## src/rtl/posit_decoded_mul_pkg.sv

```systemverilog
// Shared types for the decoded-posit multiplier and its bus interface.
package posit_mul_pkg;

    typedef enum logic {
        POS = 1'b0,
        NEG = 1'b1
    } sign_t;

endpackage

```

## src/rtl/posit_decoded_mul_if.sv

```systemverilog
// Operand/result bus of the decoded-posit multiplier.
// The slave modport is the multiplier; the master modport is the environment
// that supplies decoded operands and consumes the product fields.
interface posit_decoded_mul_if #(
    parameter int SCALE_W = 10
);
    import posit_mul_pkg::*;

    logic                      in_valid;
    logic                      in_ready;
    sign_t                     a_sign;
    sign_t                     b_sign;
    logic signed [7:0]         a_regime;
    logic signed [7:0]         b_regime;
    logic signed [7:0]         a_exponent;
    logic signed [7:0]         b_exponent;
    logic [7:0]                a_mantissa;
    logic [7:0]                b_mantissa;
    logic                      a_zero;
    logic                      b_zero;
    logic                      a_nar;
    logic                      b_nar;

    logic                      out_valid;
    logic                      out_ready;
    sign_t                     out_sign;
    logic signed [SCALE_W-1:0] out_scale;
    logic [7:0]                out_mantissa;
    logic                      out_guard;
    logic                      out_sticky;
    logic                      out_zero;
    logic                      out_nar;

    modport master (
        output in_valid, a_sign, b_sign, a_regime, b_regime, a_exponent, b_exponent,
               a_mantissa, b_mantissa, a_zero, b_zero, a_nar, b_nar, out_ready,
        input  in_ready, out_valid, out_sign, out_scale, out_mantissa,
               out_guard, out_sticky, out_zero, out_nar
    );

    modport slave (
        input  in_valid, a_sign, b_sign, a_regime, b_regime, a_exponent, b_exponent,
               a_mantissa, b_mantissa, a_zero, b_zero, a_nar, b_nar, out_ready,
        output in_ready, out_valid, out_sign, out_scale, out_mantissa,
               out_guard, out_sticky, out_zero, out_nar
    );

endinterface

```

## src/rtl/posit_decoded_mul.sv

```systemverilog
// Two-stage multiplier on decoded posit fields (sign, regime, exponent, Q1.7
// mantissa). Stage 1 forms the sign, the summed scale and the raw Q2.14
// product; stage 2 normalises the product to Q1.7 and applies NaR/zero.
// Optional feature macro: POSIT_MUL_STICKY_EN -- when defined, guard and sticky
// bits are produced from the product bits below the mantissa; otherwise those
// bits are never formed and out_guard/out_sticky are tied low.
module posit_decoded_mul
    import posit_mul_pkg::*;
#(
    parameter int EN      = 1,
    parameter int SCALE_W = 10
) (
    input  logic              clk,
    input  logic              rst,
    posit_decoded_mul_if.slave bus
);

`ifdef POSIT_MUL_STICKY_EN
    localparam int PROD_LSB = 0;
`else
    localparam int PROD_LSB = 7;
`endif

    logic                      s1_valid;
    sign_t                     s1_sign;
    logic signed [SCALE_W-1:0] s1_scale;
    logic [15:PROD_LSB]        s1_prod;
    logic                      s1_zero;
    logic                      s1_nar;
    logic                      s2_valid;
    logic                      s2_free;

    logic signed [SCALE_W-1:0] sa;
    logic signed [SCALE_W-1:0] sb;
    logic [15:PROD_LSB]        prod_c;
    logic                      nar_c;

    sign_t                     n_sign;
    logic signed [SCALE_W-1:0] n_scale;
    logic [7:0]                n_mant;
`ifdef POSIT_MUL_STICKY_EN
    logic                      n_guard;
    logic                      n_sticky;
`endif

    assign s2_free      = ~s2_valid | bus.out_ready;
    assign bus.in_ready = ~s1_valid | s2_free;
    assign bus.out_valid = s2_valid;

    // Operand scales: regime weighted by 2^EN plus the exponent, sign-extended.
    assign sa    = (SCALE_W'(bus.a_regime) <<< EN) + SCALE_W'(bus.a_exponent);
    assign sb    = (SCALE_W'(bus.b_regime) <<< EN) + SCALE_W'(bus.b_exponent);
    assign nar_c = bus.a_nar | bus.b_nar;

`ifdef POSIT_MUL_STICKY_EN
    assign prod_c = 16'(bus.a_mantissa) * 16'(bus.b_mantissa);
`else
    // Only the bits that can land in the mantissa are kept.
    assign prod_c = 9'((16'(bus.a_mantissa) * 16'(bus.b_mantissa)) >> 7);
`endif

    // Stage 1: capture the combined sign, scale sum, raw product and special flags.
    always_ff @(posedge clk or posedge rst) begin
        if (rst) begin
            s1_valid <= 1'b0;
            s1_sign  <= POS;
            s1_scale <= '0;
            s1_prod  <= '0;
            s1_zero  <= 1'b0;
            s1_nar   <= 1'b0;
        end else if (bus.in_ready) begin
            s1_valid <= bus.in_valid;
            if (bus.in_valid) begin
                s1_sign  <= sign_t'(bus.a_sign ^ bus.b_sign);
                s1_scale <= sa + sb;
                s1_prod  <= prod_c;
                s1_nar   <= nar_c;
                s1_zero  <= (bus.a_zero | bus.b_zero) & ~nar_c;
            end
        end
    end

    // Normalise Q2.14 to Q1.7 (bumping the scale when the product is >= 2), then
    // clear the numeric fields for NaR/zero; NaR also forces a positive sign.
    always_comb begin
        n_sign  = s1_sign;
        n_scale = s1_scale;
        n_mant  = s1_prod[14:7];
        if (s1_prod[15]) begin
            n_mant  = s1_prod[15:8];
            n_scale = s1_scale + SCALE_W'(1);
        end
`ifdef POSIT_MUL_STICKY_EN
        if (s1_prod[15]) begin
            n_guard  = s1_prod[7];
            n_sticky = |s1_prod[6:0];
        end else begin
            n_guard  = s1_prod[6];
            n_sticky = |s1_prod[5:0];
        end
`endif
        if (s1_nar | s1_zero) begin
            n_mant  = '0;
            n_scale = '0;
`ifdef POSIT_MUL_STICKY_EN
            n_guard  = 1'b0;
            n_sticky = 1'b0;
`endif
        end
        if (s1_nar) begin
            n_sign = POS;
        end
    end

    // Stage 2: result register, held while the downstream stalls.
    always_ff @(posedge clk or posedge rst) begin
        if (rst) begin
            s2_valid         <= 1'b0;
            bus.out_sign     <= POS;
            bus.out_scale    <= '0;
            bus.out_mantissa <= '0;
            bus.out_zero     <= 1'b0;
            bus.out_nar      <= 1'b0;
        end else if (s2_free) begin
            s2_valid <= s1_valid;
            if (s1_valid) begin
                bus.out_sign     <= n_sign;
                bus.out_scale    <= n_scale;
                bus.out_mantissa <= n_mant;
                bus.out_zero     <= s1_zero;
                bus.out_nar      <= s1_nar;
            end
        end
    end

`ifdef POSIT_MUL_STICKY_EN
    // Rounding bits travel alongside the stage-2 result.
    always_ff @(posedge clk or posedge rst) begin
        if (rst) begin
            bus.out_guard  <= 1'b0;
            bus.out_sticky <= 1'b0;
        end else if (s2_free && s1_valid) begin
            bus.out_guard  <= n_guard;
            bus.out_sticky <= n_sticky;
        end
    end
`else
    assign bus.out_guard  = 1'b0;
    assign bus.out_sticky = 1'b0;
`endif

endmodule

```

## src/flat_wrapper.sv

```systemverilog
// flat-port wrapper written by rule: the top's interface ports become plain ports
module posit_decoded_mul_flat import posit_mul_pkg::*;
#(
    parameter int EN      = 1,
    parameter int SCALE_W = 10
)
  (clk, rst, bus_in_valid, bus_a_sign, bus_b_sign, bus_a_regime, bus_b_regime, bus_a_exponent, bus_b_exponent, bus_a_mantissa, bus_b_mantissa, bus_a_zero, bus_b_zero, bus_a_nar, bus_b_nar, bus_out_ready, bus_in_ready, bus_out_valid, bus_out_sign, bus_out_scale, bus_out_mantissa, bus_out_guard, bus_out_sticky, bus_out_zero, bus_out_nar);
  posit_decoded_mul_if #(.SCALE_W(SCALE_W)) bus_i ();
  input  logic clk;
  input  logic rst;
  input wire logic [$bits(bus_i.in_valid)-1:0] bus_in_valid;
  input wire logic [$bits(bus_i.a_sign)-1:0] bus_a_sign;
  input wire logic [$bits(bus_i.b_sign)-1:0] bus_b_sign;
  input wire logic [$bits(bus_i.a_regime)-1:0] bus_a_regime;
  input wire logic [$bits(bus_i.b_regime)-1:0] bus_b_regime;
  input wire logic [$bits(bus_i.a_exponent)-1:0] bus_a_exponent;
  input wire logic [$bits(bus_i.b_exponent)-1:0] bus_b_exponent;
  input wire logic [$bits(bus_i.a_mantissa)-1:0] bus_a_mantissa;
  input wire logic [$bits(bus_i.b_mantissa)-1:0] bus_b_mantissa;
  input wire logic [$bits(bus_i.a_zero)-1:0] bus_a_zero;
  input wire logic [$bits(bus_i.b_zero)-1:0] bus_b_zero;
  input wire logic [$bits(bus_i.a_nar)-1:0] bus_a_nar;
  input wire logic [$bits(bus_i.b_nar)-1:0] bus_b_nar;
  input wire logic [$bits(bus_i.out_ready)-1:0] bus_out_ready;
  output wire logic [$bits(bus_i.in_ready)-1:0] bus_in_ready;
  output wire logic [$bits(bus_i.out_valid)-1:0] bus_out_valid;
  output wire logic [$bits(bus_i.out_sign)-1:0] bus_out_sign;
  output wire logic [$bits(bus_i.out_scale)-1:0] bus_out_scale;
  output wire logic [$bits(bus_i.out_mantissa)-1:0] bus_out_mantissa;
  output wire logic [$bits(bus_i.out_guard)-1:0] bus_out_guard;
  output wire logic [$bits(bus_i.out_sticky)-1:0] bus_out_sticky;
  output wire logic [$bits(bus_i.out_zero)-1:0] bus_out_zero;
  output wire logic [$bits(bus_i.out_nar)-1:0] bus_out_nar;
  assign bus_i.in_valid = bus_in_valid;
  assign bus_i.a_sign = bus_a_sign;
  assign bus_i.b_sign = bus_b_sign;
  assign bus_i.a_regime = bus_a_regime;
  assign bus_i.b_regime = bus_b_regime;
  assign bus_i.a_exponent = bus_a_exponent;
  assign bus_i.b_exponent = bus_b_exponent;
  assign bus_i.a_mantissa = bus_a_mantissa;
  assign bus_i.b_mantissa = bus_b_mantissa;
  assign bus_i.a_zero = bus_a_zero;
  assign bus_i.b_zero = bus_b_zero;
  assign bus_i.a_nar = bus_a_nar;
  assign bus_i.b_nar = bus_b_nar;
  assign bus_i.out_ready = bus_out_ready;
  assign bus_in_ready = bus_i.in_ready;
  assign bus_out_valid = bus_i.out_valid;
  assign bus_out_sign = bus_i.out_sign;
  assign bus_out_scale = bus_i.out_scale;
  assign bus_out_mantissa = bus_i.out_mantissa;
  assign bus_out_guard = bus_i.out_guard;
  assign bus_out_sticky = bus_i.out_sticky;
  assign bus_out_zero = bus_i.out_zero;
  assign bus_out_nar = bus_i.out_nar;
  posit_decoded_mul #(.EN(EN), .SCALE_W(SCALE_W)) u_core (.clk(clk), .rst(rst), .bus(bus_i));
endmodule
```

## config.mk

```make
export PLATFORM = sky130hd
export DESIGN_NAME = posit_decoded_mul_flat
export DESIGN_NICKNAME = d
export VERILOG_FILES = /design/src/rtl/posit_decoded_mul_pkg.sv /design/src/rtl/posit_decoded_mul_if.sv /design/src/rtl/posit_decoded_mul.sv /design/src/flat_wrapper.sv
export SDC_FILE = /design/constraint.sdc
export NUM_CORES = 1
export LEC_CHECK = 0
export ABC_AREA = 1
export CORE_MARGIN = 1
export CORE_UTILIZATION = 53
export CTS_BUF_LIST = sky130_fd_sc_hd__clkbuf_16
export DETAILED_ROUTE_END_ITERATION = 16
export HOLD_SLACK_MARGIN = 0.02
export PLACE_DENSITY = 0.84
export SYNTH_ARGS = -nofsm -noshare
export SYNTH_HDL_FRONTEND = slang
export SYNTH_SLANG_ARGS = --single-unit
```

## constraint.sdc

```tcl
create_clock -name clk -period 2.25 [get_ports clk]
set_clock_uncertainty 0.15 [all_clocks]
set_input_delay 0.675 -clock clk [delete_from_list [all_inputs] [get_ports clk]]
set_output_delay 0.675 -clock clk [all_outputs]
set_load 0.02 [all_outputs]
```

==> results.toml <==
[status]
status = "finished with violations"
violations = "setup timing"

[detailed_routing]
drt_drc_violations_left = 0
post_drt_wl_per_cell_um = 15.8
vias_per_cell = 5.33
drtPass1Iterations = 4
drtIter0Drc = 190
routed_wl_mm = 13.5
postRouteAntennaNets = 0
vias = 4557

[clocking]
htree_levels = 2
cts-root-buf = "clkbuf_16"
insertion_delay_ps = 290
cts_sinks = 45
cts_hold_buf = 0
clockBufferDepth = 2
path_clk_slew_ps = 60
cts_tree = "built"
cts_buffers = 5

[power]
clockPowerShare_pct = 12.1
p_leak_nw = 3.65
switching_share_pct = 44.3
p_switching_w = 0.00299
p_per_area_nw_per_um2 = 973
power_frac_seq_pct = 18.3
vdd_ir_drop_max_mv = 0.538
power_frac_comb_pct = 69.6
p_int_w = 0.00376

[logic_synthesis]
syn_area_per_cell_um2 = 7.87
ys_ff_latch = 45
ys_types = 37
syn-cell-area_um2 = 4770
yosysTopAreaCell = "dfrtp_1"
yosys_warnings = 0
synth_top_cell_area_share_pct = 23.6
synth_cells = 606
ys_top_cells_by_area = "dfrtp_1 24%, fa_1 22%, nand2_1 14%"
yosysSeqAreaShare_pct = 23.6

[hold_path]
min_path_cells = 2
hp-class = "flop to flop"

[grt]
antenna_found_initial = 0
grt_pass1_wl_mm = 20.8
use_met1_pct = 32.1
globalRoute.busiestLayer = "met2"
grt_pass1_vias = 4664
use_met2_pct = 51.1
grt_max_degree = 46
grt_use_total_pct = 27.2
overflow = 0
use_met3_pct = 2.96

[timing]
clock.fmax_ghz = 0.248
fin_ws_ps = -1790
min_period_ps = 4040
timing.final.crit_share_pct = 180
setup_viol = 16
grt_setup_unrepaired = "yes"
hold_violations = 0
slew_violations = 0

[worst_setup_path]
end_kind = "flop"
slowest_delay_ps = 520
required_ps = 2280
worstSetupPathType = "input port to flop"
crit_chain = "buf_8 > buf_12 > nand2_4 > inv_2 > fa_1 > fa_1 > fa_1 > inv_1 > fa_1 > inv_2 > ha_4 > a21oi_4 > o21ai_2 > a21oi_1 > nand3_1 > nand3_1 > nand2_1"
timing.critical_path.mode_cell = "fa_1"
cp.depth = 17
crit_arrival_ps = 4070
path_max_fanout = 4
worst-path-buf-inv = 5
crit_path_start_kind = "input port"
cp_slowest_cell = "fa_1"
crit_family = "adder cells"
worstRegToRegCells = 7

[place]
pre_cts_ws_ps = -2490
hpwl_mm = 9.24
dpl-instance-area_um2 = 6250
dpl.cell_count = 832
io_buffers = 80
routabilityCongestion = 0.916

[final_layout]
final_area_um2 = 6940
diodes = 0
mostFrequentLayoutCell = "nand2_1"
final_cell_mix = "144 x nand2_1, 86 x inv_1, 60 x buf_4"
syn2layout_area_growth_pct = 45.3
drive_gt1_share_pct = 31.9
finalNonFillerCells = 855
nNetsFinal = 898

[floorplan]
initial_utilization_pct = 54.7
die_w_um = 96.9
core_area_um2 = 8720
fp.dieH_um = 96.9
die-area_um2 = 9390
ios = 83
rows = 34

[run]
max_cap_viol_count = 0
## logic make-up (layout without fill, tap and decap cells)
| kind of cell | Yosys count | in the layout | share of synthesized area (%) |
|---|---|---|---|
| AO/OA/AOI/OAI | 59 | 59 | 6.79 |
| XOR/XNOR | 11 | 11 | 2.02 |
| adder cells (fa/ha/maj) | 94 | 94 | 32.8 |
| buffers and inverters | 141 | 281 | 11.4 |
| flip-flops | 45 | 45 | 23.6 |
| multiplexers | 8 | 8 | 1.68 |
| other | 1 | 2 | 0.0786 |
| AND/OR/NAND/NOR | 247 | 247 | 21.7 |
## stage by stage
step | util (%) | setup TNS, ps | hold slack [ps] | total power (W)
floorplan | - | -19310 | 304 | 0.00362
global route | 79.5 | -20970 | 352 | 0.00718
finish | 79.5 | -19620 | 330 | 0.00675
CTS | 76.4 | -19510 | 333 | 0.00607
global placement | 71.6 | -30510 | 318 | 0.00466
detailed placement | 71.6 | -31180 | 317 | 0.00476
## path summary, 6_finish.rpt
check | end | from | slack, ps
setup / recovery | u_core.s1_prod[15] | bus_b_mantissa[5] | -1790
hold / removal | u_core.bus.out_scale[9] | u_core.bus.out_scale[9] | 330
setup reg to reg | u_core.bus.out_scale[8] | u_core.s1_scale[0] | 540
hold reg to reg | u_core.bus.out_scale[9] | u_core.bus.out_scale[9] | 330
max in group asynchronous | u_core.bus.out_mantissa[4] | rst | 1150
min in group asynchronous | u_core.bus.out_scale[3] | rst | 600
## registers in the layout (all words and copies together), names as in the netlist
register                 flops
u_core.bus.out_scale        10
u_core.s1_scale             10
u_core.s1_prod               9
u_core.bus.out_mantissa      8
u_core.bus.out_nar           1
u_core.bus.out_sign          1
u_core.bus.out_valid         1
u_core.bus.out_zero          1
u_core.s1_nar                1
u_core.s1_sign               1
u_core.s1_valid              1
u_core.s1_zero               1
## tightest hold or removal path, stage by stage (launching register included)
cell     delay, ps
dfrtp_1        340
nand2_1         50
nand2_1         50
## power by group through the flow
stage | combinational [W] | clock [W] | sequential (W)
finish | 0.00469 | 0.000819 | 0.00124
global route | 0.00505 | 0.000862 | 0.00126
CTS | 0.00403 | 0.000818 | 0.00123
detailed placement | 0.00352 | 0 | 0.00124
global placement | 0.00344 | 0 | 0.00122
floorplan | 0.00233 | 0 | 0.00129
## layer usage
metal	wire length [um]	part of all wire, %	vias to the layer above
met5	0	0	-
met4	505	3.7	0
met3	514	3.8	49
met2	7270	54	155
met1	5260	39	2218
li1	-	-	2135
## final cells by class
class | count | area, um^2
clock buffers | 5 | 125
clock inverters | 3 | 41.3
fillers | 530 | 1790
inverters | 119 | 449
multi-input cells | 421 | 3630
flip-flops and latches | 45 | 1130
well taps | 108 | 135
repair buffers | 154 | 1430
## synth_stat cells
cell,number
nand3_1,25
a21oi_1,17
o21ai_1,22
a21oi_2,1
buf_2,4
xnor2_1,9
nand2_2,3
ha_1,42
or2_0,1
fa_1,52
or2_2,1
nor4_2,1
dfrtp_1,45
xor2_1,2
inv_1,112
nand2_1,173
nor2_4,1
nand3_2,2
a31oi_1,5
o31ai_1,2
nand3b_1,1
nor2_1,26
o21ai_2,1
clkbuf_1,16
and2_1,1
nor2_2,2
nand4_1,5
o21ai_0,8
nor3_1,2
buf_4,2
or2_1,3
a22o_1,2
a21o_1,1
inv_2,6
mux2i_1,8
clkinv_1,1
conb_1,1
## timing repair
action                     CTS  global route
setup endpoints to repair   18            17
pin swaps                   80            78
gates cloned                 0             0
gates resized for setup    200            78
buffers inserted            11             7
Note: power is estimated with default switching activity, not from simulation.
